==> config.mk <==
export PLATFORM = sky130hd
export DESIGN_NAME = mem_access
export DESIGN_NICKNAME = d
export VERILOG_FILES = /design/src/rtl/mem_access.sv
export SDC_FILE = /design/constraint.sdc
export NUM_CORES = 1
export LEC_CHECK = 0
export ABC_AREA = 1
export CAP_MARGIN = 40
export CORE_UTILIZATION = 31
export DETAILED_ROUTE_END_ITERATION = 16
export DONT_BUFFER_PORTS = 1
export PLACE_DENSITY = 0.49
export SLEW_MARGIN = 20
export SYNTH_ARGS = -nofsm -noshare
export SYNTH_HDL_FRONTEND = slang
export SYNTH_SLANG_ARGS = --single-unit
==> constraint.sdc <==
create_clock -name clk_i -period 5.5 [get_ports clk_i]
set_input_delay 1.1 -clock clk_i [delete_from_list [all_inputs] [get_ports clk_i]]
set_output_delay 1.1 -clock clk_i [all_outputs]
set_load 0.05 [all_outputs]
==> src/rtl/mem_access.sv <==
// Memory stage: drives the data bus with a req/ack handshake, aligns and extends load data,
// and registers the writeback result into the mem_wb boundary.
//
// Ports:
//   clk_i, rst_i              clock, async active-high reset
//   reg_*_i                   register-write fields from exe_mem
//   mem_we_i, mem_addr_i      store flag and byte address
//   mem_data_i, mem_op_i      store data and access code
//   dbus_*                    data bus (req/ack handshake, ack carries rdata)
//   stallreq_o                stall request while an access is outstanding
//   wb_reg_*_o                registered writeback fields (mem_wb)
//   misalign_o, bus_err_o     registered one-cycle error pulses
module mem_access #(
  parameter int DATA_WIDTH = 32,
  parameter int TIMEOUT    = 255
) (
  input  logic                  clk_i,
  input  logic                  rst_i,
  input  logic [4:0]            reg_waddr_i,
  input  logic                  reg_we_i,
  input  logic [DATA_WIDTH-1:0] reg_wdata_i,
  input  logic                  mem_we_i,
  input  logic [DATA_WIDTH-1:0] mem_addr_i,
  input  logic [DATA_WIDTH-1:0] mem_data_i,
  input  logic [3:0]            mem_op_i,
  output logic                  dbus_req_o,
  output logic                  dbus_we_o,
  output logic [DATA_WIDTH-1:0] dbus_addr_o,
  output logic [3:0]            dbus_be_o,
  output logic [DATA_WIDTH-1:0] dbus_wdata_o,
  input  logic                  dbus_ack_i,
  input  logic [DATA_WIDTH-1:0] dbus_rdata_i,
  output logic                  stallreq_o,
  output logic [4:0]            wb_reg_waddr_o,
  output logic                  wb_reg_we_o,
  output logic [DATA_WIDTH-1:0] wb_reg_wdata_o,
  output logic                  misalign_o,
  output logic                  bus_err_o
);

  localparam logic [3:0] OP_LB  = 4'd1;
  localparam logic [3:0] OP_LH  = 4'd2;
  localparam logic [3:0] OP_LW  = 4'd3;
  localparam logic [3:0] OP_LBU = 4'd4;
  localparam logic [3:0] OP_LHU = 4'd5;
  localparam logic [3:0] OP_SB  = 4'd6;
  localparam logic [3:0] OP_SH  = 4'd7;
  localparam logic [3:0] OP_SW  = 4'd8;

  localparam logic [7:0] TMO = 8'(TIMEOUT);

  typedef enum logic {
    IDLE,
    WAIT
  } state_t;

  state_t state;
  logic [7:0] cnt;

  logic is_load;
  logic is_store;
  logic sz_b;
  logic sz_h;
  logic sz_w;
  logic sext;
  logic [1:0] ofs;
  logic aligned;
  logic acc_ok;
  logic misal;
  logic busy;
  logic req;
  logic done;
  logic tmo;
  logic stall;
  logic [3:0] be;
  logic [DATA_WIDTH-1:0] wd;
  logic [DATA_WIDTH-1:0] lane;
  logic [DATA_WIDTH-1:0] ld_data;

  assign ofs = mem_addr_i[1:0];

  // Access-code decode; codes 9..15 fall to the default and act as NOP.
  always_comb begin
    is_load  = 1'b0;
    is_store = 1'b0;
    sz_b     = 1'b0;
    sz_h     = 1'b0;
    sz_w     = 1'b0;
    sext     = 1'b0;
    unique case (1'b1)
      (mem_op_i == OP_LB): begin
        is_load = 1'b1;
        sz_b    = 1'b1;
        sext    = 1'b1;
      end
      (mem_op_i == OP_LH): begin
        is_load = 1'b1;
        sz_h    = 1'b1;
        sext    = 1'b1;
      end
      (mem_op_i == OP_LW): begin
        is_load = 1'b1;
        sz_w    = 1'b1;
      end
      (mem_op_i == OP_LBU): begin
        is_load = 1'b1;
        sz_b    = 1'b1;
      end
      (mem_op_i == OP_LHU): begin
        is_load = 1'b1;
        sz_h    = 1'b1;
      end
      (mem_op_i == OP_SB): begin
        is_store = 1'b1;
        sz_b     = 1'b1;
      end
      (mem_op_i == OP_SH): begin
        is_store = 1'b1;
        sz_h     = 1'b1;
      end
      (mem_op_i == OP_SW): begin
        is_store = 1'b1;
        sz_w     = 1'b1;
      end
      default: ;
    endcase
  end

  // Byte enables and lane-replicated store data.
  always_comb begin
    be = 4'b0000;
    wd = '0;
    unique case (1'b1)
      sz_b: begin
        be = 4'b0001 << ofs;
        wd = {4{mem_data_i[7:0]}};
      end
      sz_h: begin
        be = 4'b0011 << ofs;
        wd = {2{mem_data_i[15:0]}};
      end
      sz_w: begin
        be = 4'b1111;
        wd = mem_data_i;
      end
      default: ;
    endcase
  end

  assign aligned = sz_h ? ~ofs[0] :
                   sz_w ? (ofs == 2'b00) : 1'b1;

  assign acc_ok = (is_load | is_store) & aligned;
  assign misal  = (is_load | is_store) & ~aligned;
  assign busy   = (state == WAIT);

  // Request is combinational so a zero-wait slave can ack in the same cycle.
  assign req  = ~rst_i & (busy | acc_ok);
  assign done = req & dbus_ack_i;
  assign tmo  = busy & ~dbus_ack_i & (cnt == TMO);

  // The timeout cycle releases the pipeline so the aborted op can retire.
  assign stall = req & ~dbus_ack_i & ~tmo;

  assign dbus_req_o   = req;
  assign dbus_we_o    = req & is_store;
  assign dbus_addr_o  = req ? {mem_addr_i[DATA_WIDTH-1:2], 2'b00} : '0;
  assign dbus_be_o    = req ? be : 4'b0000;
  assign dbus_wdata_o = (req & is_store) ? wd : '0;
  assign stallreq_o   = stall;

  // Load lane extraction and extension.
  assign lane = dbus_rdata_i >> {ofs, 3'b000};

  always_comb begin
    ld_data = lane;
    unique case (1'b1)
      sz_b: ld_data = {{(DATA_WIDTH-8){sext & lane[7]}}, lane[7:0]};
      sz_h: ld_data = {{(DATA_WIDTH-16){sext & lane[15]}}, lane[15:0]};
      default: ;
    endcase
  end

  always_ff @(posedge clk_i or posedge rst_i) begin
    if (rst_i) begin
      state          <= IDLE;
      cnt            <= 8'd0;
      wb_reg_waddr_o <= 5'd0;
      wb_reg_we_o    <= 1'b0;
      wb_reg_wdata_o <= '0;
      misalign_o     <= 1'b0;
      bus_err_o      <= 1'b0;
    end else begin
      unique case (state)
        IDLE: begin
          if (acc_ok && !dbus_ack_i) begin
            state <= WAIT;
            cnt   <= 8'd1;
          end
        end
        WAIT: begin
          if (dbus_ack_i || tmo) begin
            state <= IDLE;
            cnt   <= 8'd0;
          end else begin
            cnt <= cnt + 8'd1;
          end
        end
        default: state <= IDLE;
      endcase

      if (stall) begin
        // Bubble: address and data hold, only the qualifiers clear.
        wb_reg_we_o <= 1'b0;
        misalign_o  <= 1'b0;
        bus_err_o   <= 1'b0;
      end else begin
        wb_reg_waddr_o <= reg_waddr_i;
        wb_reg_we_o    <= reg_we_i;
        wb_reg_wdata_o <= reg_wdata_i;
        misalign_o     <= 1'b0;
        bus_err_o      <= 1'b0;
        if (tmo) begin
          wb_reg_we_o <= 1'b0;
          bus_err_o   <= 1'b1;
        end else if (misal) begin
          wb_reg_we_o <= 1'b0;
          misalign_o  <= 1'b1;
        end else if (done && is_load) begin
          wb_reg_wdata_o <= ld_data;
        end else if (done && is_store) begin
          wb_reg_we_o <= 1'b0;
        end
      end
    end
  end

  // Direction comes from mem_op_i; the separate store flag is redundant.
  logic unused;
  assign unused = mem_we_i;

endmodule

Yosys cells after proc, flatten, opt, wreduce, memory -nomap -nowiden
Index checks and enable logic that the tools add are counted.
{"block": "op_classes", "addsub": 1, "mul": 0, "n_div": 0, "n_lt_le_gt_ge": 0, "n_eq_ne": 10, "shift": 3, "muxes": 33, "n_bitwise": 19, "reduce_logical": 12}
{"op": "$mux W32", "count": 5}
{"op": "$pmux W32 S3", "count": 1}
{"op": "$pmux W32 S2", "count": 1}
{"op": "$shr A32 B5 Y32", "count": 1}
{"op": "$mux W1", "count": 20}
{"op": "$eq A4 B3 Y1 const B", "count": 4}
{"op": "$mux W8", "count": 2}
{"op": "$pmux W8 S2", "count": 1}
{"op": "$pmux W4 S3", "count": 1}
{"op": "$and A1 B1 Y1", "count": 11}
{"op": "$reduce_or A3 Y1", "count": 3}
{"op": "$add A8 B1 Y8 const B", "count": 1}
{"op": "$eq A4 B2 Y1 const B", "count": 2}
{"op": "$eq A8 B8 Y1 const B", "count": 1}
{"op": "$not A1 Y1", "count": 6}
{"op": "$reduce_or A5 Y1", "count": 1}
{"op": "$eq A4 B1 Y1 const B", "count": 1}
{"op": "$eq A4 B4 Y1 const B", "count": 1}
{"op": "$mux W4", "count": 1}
{"op": "$reduce_or A2 Y1", "count": 2}
{"op": "$shl A1 B2 Y4 const A", "count": 1}
{"op": "$shl A2 B2 Y4 const A", "count": 1}
{"op": "$logic_and A1 B1 Y1", "count": 3}
{"op": "$logic_not A2 Y1", "count": 1}
{"op": "5 further kinds", "count": 6}
{"block": "word_totals", "register_bits": 49, "latchBits": 0, "ramBits": 0, "mem_bits_ro": 0, "input_bits": 142, "out_inout_bits": 111, "wordCells": 85, "n_memories": 0}

Logic depth before layout (Yosys ltp)
Gate-level depths: netlist (run 1).
{"block": "logic_depth", "ltp_word": 15, "mapped_depth": 16, "depth_no_buf": 13}

Least setup slack after synthesis (run 1)
Ideal clock, no wire load.
{"block": "synth_timing", "kind": "input to output", "start": "in mem_op_i[0]", "end": "out dbus_wdata_o[22]", "arrival_ns": 3.119, "required_ns": 4.400, "path_slack_ns": 1.281, "path_stages": 13, "path_buffers": 2, "cell_sequence": "buf_6 > nand2_1 > inv_1 > nand2_1 > nand2_1 > nand2_1 > nand2_2 > inv_2 > nand2_2 > a21oi_4 > nand2_1 > buf_2 > nor2_1"}
{"block": "synth_via", "elab_chain_cells": 10, "elab_cells_between_ends": 27, "classes_between": "8 x eq/ne; 9 x mux; 5 x bitwise; 5 x reduce/logical"}
{"item": "start: declaration", "line": "25", "rtl": "input logic [3:0] mem_op_i,"}
{"item": "$eq A4 B2 Y1 or $eq A4 B4 Y1 (tied branches)", "line": "101, 121"}
{"item": "$reduce_or A2 Y1 (no line)"}
{"item": "$mux W1", "line": "90", "rtl": "unique case (1'b1)"}
{"item": "$mux W1", "line": "151", "rtl": "sz_w ? (ofs == 2'b00) : 1'b1;"}
{"item": "$mux W1", "line": "150", "rtl": "assign aligned = sz_h ? ~ofs[0] :"}
{"item": "$and A1 B1 Y1 *", "line": "153", "rtl": "assign acc_ok = (is_load | is_store) & aligned;"}
{"item": "$or A1 B1 Y1 *", "line": "158", "rtl": "assign req = ~rst_i & (busy | acc_ok);"}
{"item": "$and A1 B1 Y1 *", "line": "158"}
{"item": "via dbus_req_o", "line": "26", "rtl": "output logic dbus_req_o,"}
{"item": "$and A1 B1 Y1 *", "line": "169", "rtl": "assign dbus_wdata_o = (req & is_store) ? wd : '0;"}
{"item": "$mux W32 *", "line": "169"}
{"item": "end: declaration", "line": "30", "rtl": "output logic [DATA_WIDTH-1:0] dbus_wdata_o,"}
The timed path passes the listed nets; every way through them passes the cells marked *.

Worst setup path after layout (run 1)
{"block": "layout_timing", "start": "in mem_op_i[3]", "end": "out dbus_wdata_o[12]"}
The elaborated chain is that of the path after synthesis.

==> metrics.csv, run 1 <==
stage,metric,value,unit
drt,Residual DRC,0,
cts,root buffer cell,clkbuf_16,
sta,Worst Max-Slew Pin Slew,0.747,ns
critical_path,CP Max Fanout,28,
global_route,antenna violations before repair,0,
sta,Final setup violation count,0,
critical_path,R2R depth,11,
die,row cnt,42,
power,P_int,724,uW
die,CORE AREA,0.0133,mm^2
die,initial core utilization,32.2,%
placement,DP HPWL,11.1,mm
critical_path,WS Path Type,input port to output pin,
placement,Placer Congestion,0.804,
synth,"Seq/Total Area, Yosys",28.6,%
sta,setup TNS,0,ns
synth,synthesized instance count,742,
synth,Syn. warnings,0,
final_layout,nets@finish,924,
critical_path,CP Launch Type,input port,
placement,Area after DPL,0.00485,mm^2
drt,DR vias/cell,4.97,
critical_path,Crit path required time,4.40,ns
final_layout,"most common cell after layout, fill and taps aside",nand2_1,
sta,period utilization,76.8,%
final_layout,end-of-flow core utilization,37.6,%
power,worst IR drop on VDD,0.151,mV
drt,via count,4762,
global_route,first-pass GRT wire length,22.9,mm
synth,synthesized area,0.00429,mm^2
sta,final-report hold violation count,0,
sta,RSZ-0062 raised after global routing,false,
cts,Worst-Skew Late Latency,0.29,ns
critical_path,Worst EP arrival,3.12,ns
flow_run,max-cap violations,0,
power,sw frac,43.7,%
placement,Buffers on Ports,0,
cts,CTS H-Tree Depth,2,
synth,"FF+latch count, synth",49,
power,Logic pwr share,29.7,%
sta,Worst slew margin,50.2,%
worst_hold_path,Hold Startpoint,busy,
power,Clock power frac,27.2,%
cts,"Hold-fix buffers, CTS",0,
final_layout,Fill cells,1475,
final_layout,most frequent cells in the layout,"223 x nand2_1, 135 x nor2_1, 98 x inv_1",
critical_path,Crit Reg-Reg Endpoint,wb_reg_wdata_o[25],
run_status,status,finished clean,
final_layout,ratio of cells with drive above 1 in the final layout,13.7,%
cts,TritonCTS Buffers,5,
critical_path,reg2reg start,cnt[0],
worst_hold_path,HP Class,flip-flop to flip-flop,
global_route,vias in the first global route,4606,
drt,DRT Pass-1 Iters,4,
critical_path,internal reg-to-reg setup slack,2.79,ns
synth,Netlist cell types,31,
sta,clock skew,0.00786,ns
worst_hold_path,Worst Hold Path EP,cnt[0],
drt,ANT nets after route,0,
global_route,total global routing track utilization,19.9,%
power,pwr dens,256,mW/mm^2
global_route,pin count of the biggest net entering global routing,62,
drt,drt initial violations,288,
cts,clock sink count,49,
die,DIE WIDTH,120,um
global_route,GR Overflow Total,0,
cts,setup bufs post-CTS,0,
power,Psw,562,uW
drt,DR WL/cell,15.1,um
cts,CTS resizes,0,
cts,clock slew at reported path FFs,0.07,ns
die,Die ar.,0.0143,mm^2
cts,Clock Tree Buf Depth,2,
worst_hold_path,Worst Hold Depth,1,
sta,Peak Freq,237,MHz
power,sequential power share,43.1,%
critical_path,Worst setup EP type,output pin,
sta,Pins Over Slew Limit,0,
cts,CTS tree,done,
drt,final wirelength,14.5,mm
power,LEAKAGE,0.00278,uW
synth,"Avg Cell Area, Syn",5.78,um^2
sta,crit path time final,4.22,ns
final_layout,# diodes,0,
die,# IOs,253,
die,Die Y-Extent,120,um
final_layout,Final Cell Area,0.00502,mm^2
final_layout,Syn-to-layout area delta,17.0,%
-- power by group through the flow --
stage               clock, uW  sequential (uW)  combinational, uW
floorplan                   0              552                308
global placement            0              561                371
detailed placement          0              563                382
CTS                       361              556                384
global route              377              560                424
finish                    350              555                382
-- worst max path at each step --
stage | end | startpoint | cells past startpoint | slack (ns)
global route | dbus_addr_o[14] | mem_op_i[3] | 12 | 1.04
global placement | dbus_wdata_o[14] | mem_op_i[3] | 10 | 1.0
detailed placement | dbus_wdata_o[12] | mem_op_i[3] | 11 | 1.25
finish | dbus_wdata_o[12] | mem_op_i[3] | 11 | 1.28
CTS | dbus_wdata_o[12] | mem_op_i[3] | 11 | 1.25
floorplan | dbus_wdata_o[22] | mem_op_i[0] | 13 | 1.28
-- worst max-delay path, stage by stage --
cell and delay [ns]:
nor2_1 0.19, nand2_1 0.11, nand2_1 0.23, nor2_2 0.08
nand2_2 0.07, nand2_2 0.08, a21oi_4 0.39, nand2_1 0.29
buf_8 0.24, nor2_1 0.11, buf_4 0.21
-- cell type report --
type / count / area [um^2] / area share (%)
Tap cell: 176 / 220 / 4.39
Sequential cell: 49 / 1230 / 24.4
Clock inverter: 3 / 46.3 / 0.922
Inverter: 106 / 399 / 7.95
Clock buffer: 5 / 125 / 2.49
Multi-Input combinational cell: 542 / 2400 / 47.8
Timing Repair Buffer: 77 / 606 / 12.1
-- cells in the mapped netlist --
cell | n | area share [%]
inv_1 | 98 | 8.6
o31ai_1 | 1 | 0.17
o22ai_1 | 1 | 0.15
nor4_1 | 1 | 0.15
nand2_2 | 8 | 1.2
clkinv_1 | 1 | 0.087
buf_4 | 9 | 1.6
clkbuf_1 | 12 | 1.0
dfrtp_1 | 49 | 29
nor2_1 | 135 | 12
nand4_1 | 33 | 4.8
a21oi_1 | 21 | 2.4
nor2_2 | 3 | 0.44
nand2_1 | 223 | 20
buf_1 | 2 | 0.17
nand2_4 | 1 | 0.26
ha_1 | 1 | 0.29
o211ai_1 | 2 | 0.35
buf_6 | 6 | 1.6
conb_1 | 1 | 0.087
buf_2 | 17 | 2.0
o32ai_1 | 1 | 0.20
a31oi_1 | 3 | 0.44
xor2_1 | 3 | 0.61
o21bai_1 | 1 | 0.17
nand3_2 | 1 | 0.23
a21oi_4 | 1 | 0.38
nand3_1 | 62 | 7.2
inv_2 | 7 | 0.61
a22oi_1 | 8 | 1.4
o21ai_0 | 30 | 3.5
-- flip-flops by register name (all words and copies together) (netlist names) --
name,count
bus_err_o,1
busy,1
cnt,8
misalign_o,1
wb_reg_waddr_o,5
wb_reg_wdata_o,32
wb_reg_we_o,1
-- through the flow --
stage                     std cells  worst slack (ns)  hold slack [ns]  power, uW
final                           958              1.28            0.503       1290
after global routing            958              1.04            0.556       1360
after CTS                       958              1.25            0.506       1300
after detailed placement        950              1.25            0.493        945
after global placement          948             0.998            0.482        932
after floorplan                 743              1.28            0.468        860
-- cell families after synthesis --
logic type	after synthesis	share of synthesized area, %
AOI/OAI and AO/OA	69	9.21
xor gates and xnor gates	3	0.612
adders and majority gates	1	0.291
buffers and inverters	152	15.6
DFF	49	28.6
other	1	0.0874
and+or+nand+nor	467	45.6
-- routing by layer --
| layer | vias to the layer above | GRT usage [%] | routed length [um] | share of wire, % |
|---|---|---|---|---|
| met4 | 0 | 3.05 | 127 | 0.88 |
| met5 | - | 0 | 0 | 0 |
| met1 | 2185 | 23.6 | 6210 | 43 |
| met3 | 8 | 5.23 | 1080 | 7.5 |
| met2 | 188 | 36.2 | 7090 | 49 |
| li1 | 2381 | - | - | - |
Power figures use the tool's default switching activity.
==> inputs of run 2 (changes only) <==
==> constraint.sdc (replaced) <==
create_clock -name clk_i -period 4.4 [get_ports clk_i]
set_input_delay 0.88 -clock clk_i [delete_from_list [all_inputs] [get_ports clk_i]]
set_output_delay 0.88 -clock clk_i [all_outputs]
set_load 0.05 [all_outputs]
==> metrics.csv, run 2 (synthesized netlist as in run 1, its figures left out) <==
stage,metric,value,unit
run_status,status,finished clean,
placement,Buffers on Ports,0,
cts,"Hold-fix buffers, CTS",0,
power,LEAKAGE,0.00278,uW
final_layout,most frequent cells in the layout,"223 x nand2_1, 135 x nor2_1, 98 x inv_1",
drt,DRT Pass-1 Iters,5,
global_route,first-pass GRT wire length,22.8,mm
sta,RSZ-0062 raised after global routing,false,
die,initial core utilization,32.2,%
cts,setup bufs post-CTS,0,
power,pwr dens,310,mW/mm^2
final_layout,# diodes,0,
cts,Worst-Skew Late Latency,0.29,ns
final_layout,Reg with most FFs,wb_reg_wdata_o,
final_layout,max FFs per register,32,
global_route,pin count of the biggest net entering global routing,65,
final_layout,ratio of cells with drive above 1 in the final layout,13.8,%
sta,period utilization,83.1,%
final_layout,biggest regs,"wb_reg_wdata_o: 32 flops, cnt: 8 flops, wb_reg_waddr_o: 5 flops",
power,worst IR drop on VDD,0.142,mV
final_layout,Fill cells,1490,
sta,Pins Over Slew Limit,0,
die,row cnt,42,
die,Die ar.,0.0143,mm^2
critical_path,internal reg-to-reg setup slack,1.73,ns
cts,TritonCTS Buffers,5,
drt,via count,4720,
sta,Final setup violation count,0,
global_route,total global routing track utilization,19.9,%
global_route,met2 usage,35.2,%
final_layout,"most common cell after layout, fill and taps aside",nand2_1,
critical_path,R2R depth,11,
global_route,GRT Max-Usage Layer,met2,
sta,Worst Max-Slew Pin Slew,0.693,ns
cts,CTS H-Tree Depth,2,
final_layout,nets@finish,925,
final_layout,Syn-to-layout area delta,16.9,%
die,DIE WIDTH,120,um
global_route,global routing usage on met3,4.99,%
cts,clock sink count,49,
placement,DP HPWL,11.0,mm
cts,clock slew at reported path FFs,0.07,ns
cts,Clock Tree Buf Depth,2,
die,CORE AREA,0.0133,mm^2
sta,crit path time final,3.66,ns
critical_path,reg2reg start,cnt[0],
critical_path,Crit path required time,3.52,ns
drt,Residual DRC,0,
global_route,met1 usage in global routing,24.0,%
critical_path,WS Path Type,input port to output pin,
cts,CTS tree,done,
placement,Placer Congestion,0.802,
critical_path,Crit Reg-Reg Endpoint,wb_reg_wdata_o[31],
critical_path,Worst setup EP type,output pin,
final_layout,Multi-input gate area,0.00240,mm^2
worst_hold_path,HP Class,input port to asynchronous set/reset pin,
cts,root buffer cell,clkbuf_16,
critical_path,Worst EP arrival,2.78,ns
drt,DR WL/cell,14.9,um
die,# IOs,253,
sta,clock skew,0.00906,ns
global_route,GR Overflow Total,0,
sta,Worst slew margin,53.7,%
drt,final wirelength,14.2,mm
flow_run,max-cap violations,0,
critical_path,CP Max Fanout,33,
global_route,vias in the first global route,4446,
die,Die Y-Extent,120,um
drt,ANT nets after route,0,
sta,setup TNS,0,ns
final_layout,sequential cell area,0.00123,mm^2
drt,DR vias/cell,4.92,
drt,drt initial violations,265,
sta,Peak Freq,273,MHz
critical_path,CP Launch Type,input port,
cts,CTS resizes,0,
sta,final-report hold violation count,0,
power,Final Power,1560,uW
global_route,antenna violations before repair,0,
[run 2: cell count changes in the layout (fill, tap and decap cells not counted), sizes merged]
| cell | before | now |
|---|---|---|
| inv | 105 | 106 |
| buf | 77 | 78 |
| bufinv | 1 | 0 |
[run 2: worst max-delay path by stage]
stage	start	endpoint	cells after the start
6_report	mem_op_i[3]	dbus_wdata_o[25]	11
3_5_place_dp	mem_op_i[3]	dbus_wdata_o[25]	11
4_1_cts	mem_op_i[3]	dbus_wdata_o[25]	11
2_1_floorplan	mem_op_i[0]	dbus_wdata_o[22]	13
3_3_place_gp	mem_op_i[3]	stallreq_o	9
5_1_grt	mem_op_i[3]	dbus_wdata_o[25]	13
[run 2: stage by stage]
step	hold WS [ns]	util [%]	worst slack (ns)	cells	instance area (um^2)
after floorplan	0.468	-	0.621	743	4300
after global placement	0.481	36.1	0.722	949	4810
after detailed placement	0.499	36.5	0.748	951	4870
after CTS	0.497	37.6	0.742	959	5020
after global routing	0.508	37.6	0.590	959	5020
final	0.493	37.6	0.741	959	5020
[run 2: metal layers]
metal,up-vias,routed length [um]
li1,2378,-
met1,2172,5870
met2,155,7180
met3,15,1030
met4,0,167
met5,-,0
[run 2: report_power, final]
part           switching (uW)  internal [uW]  total, uW
Clock                     175            212        386
Sequential                194            500        694
Combinational             338            139        477
Total                     707            851       1560
[run 2: layout make-up]
cell class | count | share of cell area, %
multi-input cells | 542 | 47.8
flip-flops and latches | 49 | 24.4
repair buffers | 78 | 12.5
inverters | 106 | 7.96
well taps | 176 | 4.39
clock buffers | 5 | 2.49
clock inverters | 3 | 0.424
[run 2: worst max-delay path, stage by stage]
cell	delay, ns
nor2_1	0.19
nand2_1	0.11
nand2_1	0.23
nor2_2	0.08
nand2_2	0.08
nand2_2	0.08
a21oi_4	0.40
nand2_1	0.09
buf_4	0.25
nor2_1	0.17
buf_4	0.22
==> inputs of run 3 (changes only) <==
==> constraint.sdc (replaced) <==
create_clock -name clk_i -period 3.4 [get_ports clk_i]
set_input_delay 0.68 -clock clk_i [delete_from_list [all_inputs] [get_ports clk_i]]
set_output_delay 0.68 -clock clk_i [all_outputs]
set_load 0.05 [all_outputs]
==> metrics.csv, run 3 (synthesized netlist as in run 1, its figures left out) <==
stage,metric,value,unit
die,initial core utilization,32.2,%
cts,Worst-Skew Late Latency,0.29,ns
drt,ANT nets after route,0,
power,Psw,910,uW
die,Die ar.,0.0143,mm^2
critical_path,WS Path Type,input port to output pin,
run_status,status,finished clean,
drt,drt initial violations,335,
cts,TritonCTS Buffers,5,
sta,final-report hold violation count,0,
global_route,total global routing track utilization,19.7,%
power,LEAKAGE,0.00277,uW
global_route,first-pass GRT wire length,22.7,mm
drt,DR WL/cell,15.0,um
cts,CTS tree,done,
flow_run,max-cap violations,0,
final_layout,Reg with most FFs,wb_reg_wdata_o,
final_layout,biggest regs,"wb_reg_wdata_o: 32 flops, cnt: 8 flops, wb_reg_waddr_o: 5 flops",
global_route,GR Overflow Total,0,
final_layout,"most common cell after layout, fill and taps aside",nand2_1,
cts,CTS resizes,0,
cts,"Hold-fix buffers, CTS",0,
placement,Area after DPL,0.00484,mm^2
cts,clock sink count,49,
final_layout,# diodes,0,
cts,Clock Tree Buf Depth,2,
critical_path,"slowest stage delay, CP",0.54,ns
cts,setup bufs post-CTS,0,
placement,DP HPWL,11.1,mm
sta,Worst slew margin,54.8,%
sta,Final setup violation count,0,
critical_path,critical path launch point,mem_op_i[3],
final_layout,max FFs per register,32,
drt,final wirelength,14.4,mm
die,row cnt,42,
sta,Peak Freq,312,MHz
global_route,pin count of the biggest net entering global routing,55,
critical_path,internal reg-to-reg setup slack,1.06,ns
critical_path,CP most frequent cell,nor2_1,
power,Logic pwr share,30.6,%
critical_path,Crit Reg-Reg Endpoint,wb_reg_wdata_o[4],
placement,Buffers on Ports,0,
critical_path,Crit path required time,2.72,ns
sta,RSZ-0062 raised after global routing,false,
power,pwr dens,402,mW/mm^2
sta,setup TNS,0,ns
critical_path,reg2reg start,cnt[0],
cts,clock slew at reported path FFs,0.07,ns
critical_path,R2R depth,10,
drt,DR vias/cell,4.94,
power,sequential power share,44.7,%
power,P_int,1100,uW
die,Die Y-Extent,120,um
die,CORE AREA,0.0133,mm^2
final_layout,Syn-to-layout area delta,16.2,%
critical_path,CP Launch Type,input port,
die,# IOs,253,
sta,Worst Max-Slew Pin Slew,0.678,ns
critical_path,crit-path cells,inv_1 -> nand2_1 -> nor2_1 -> nor2_2 -> nand2_2 -> a31oi_1 -> nor2_1 -> buf_4,
placement,Placer Congestion,0.818,
power,Clock power frac,24.8,%
drt,DRT Pass-1 Iters,4,
global_route,antenna violations before repair,0,
sta,crit path time final,3.20,ns
critical_path,Worst EP arrival,2.52,ns
power,sw frac,45.4,%
die,DIE WIDTH,120,um
final_layout,Final Cell Area,0.00499,mm^2
cts,root buffer cell,clkbuf_16,
final_layout,most frequent cells in the layout,"223 x nand2_1, 135 x nor2_1, 98 x inv_1",
critical_path,CP max-delay cell,nand2_2,
drt,via count,4737,
power,worst IR drop on VDD,0.172,mV
critical_path,Worst setup EP type,output pin,
sta,clock skew,0.0102,ns
critical_path,CP Max Fanout,28,
worst_hold_path,HP Class,input port to asynchronous set/reset pin,
global_route,vias in the first global route,4534,
cts,CTS H-Tree Depth,2,
final_layout,nets@finish,925,
drt,Residual DRC,0,
sta,Pins Over Slew Limit,0,
sta,period utilization,94.1,%
final_layout,ratio of cells with drive above 1 in the final layout,13.8,%
## run 3: cell types whose count changed in the layout (fill, tap and decap cells not counted)
cell and delta:
buf_4 +1, buf_12 +1, buf_16 -2
## run 3: how the worst max path moves through the flow
stage	to	slack, ns	cells after the start
finish	dbus_be_o[3]	0.20	8
global route	dbus_wdata_o[21]	0.01	8
CTS	dbus_wdata_o[21]	0.17	8
detailed placement	dbus_wdata_o[21]	0.18	8
global placement	dbus_be_o[2]	0.21	8
floorplan	dbus_wdata_o[22]	0.02	13
## run 3: power groups by stage
| stage | clock, uW | combinational, uW | sequential [uW] |
|---|---|---|---|
| after global routing | 532 | 686 | 906 |
| after floorplan | 0 | 498 | 893 |
| after CTS | 513 | 619 | 898 |
| after global placement | 0 | 602 | 908 |
| final | 497 | 614 | 897 |
| after detailed placement | 0 | 617 | 909 |
## run 3: final cells by class
class	instances	area, um^2
fillers	1475	8360
well taps	176	220
repair buffers	78	598
clock buffers	5	125
multi-input cells	542	2400
flip-flops and latches	49	1230
inverters	106	399
clock inverters	3	21.3
## run 3: layer usage
layer | vias up | GRT usage (%) | wire [um]
li1 | 2384 | - | -
met1 | 2158 | 23.9 | 6050
met2 | 175 | 34.5 | 6980
met3 | 20 | 5.32 | 1110
met4 | 0 | 4.53 | 225
met5 | - | 0 | 0
## run 3: metrics by stage
stage	hold WS, ns	cells	utilization (%)	total power (uW)	setup slack (ns)
floorplan	0.468	743	-	1390	0.0214
global placement	0.482	950	36.1	1510	0.213
detailed placement	0.484	951	36.3	1530	0.176
CTS	0.375	959	37.4	2030	0.170
global route	0.398	959	37.4	2120	0.00976
finish	0.364	959	37.4	2010	0.199
## run 3: worst max-delay path: cells and delay by family
kind | cells | cell delay, ns
AO/OA/AOI/OAI | 1 | 0.29
buffers and inverters | 2 | 0.24
AND/OR/NAND/NOR | 5 | 1.31
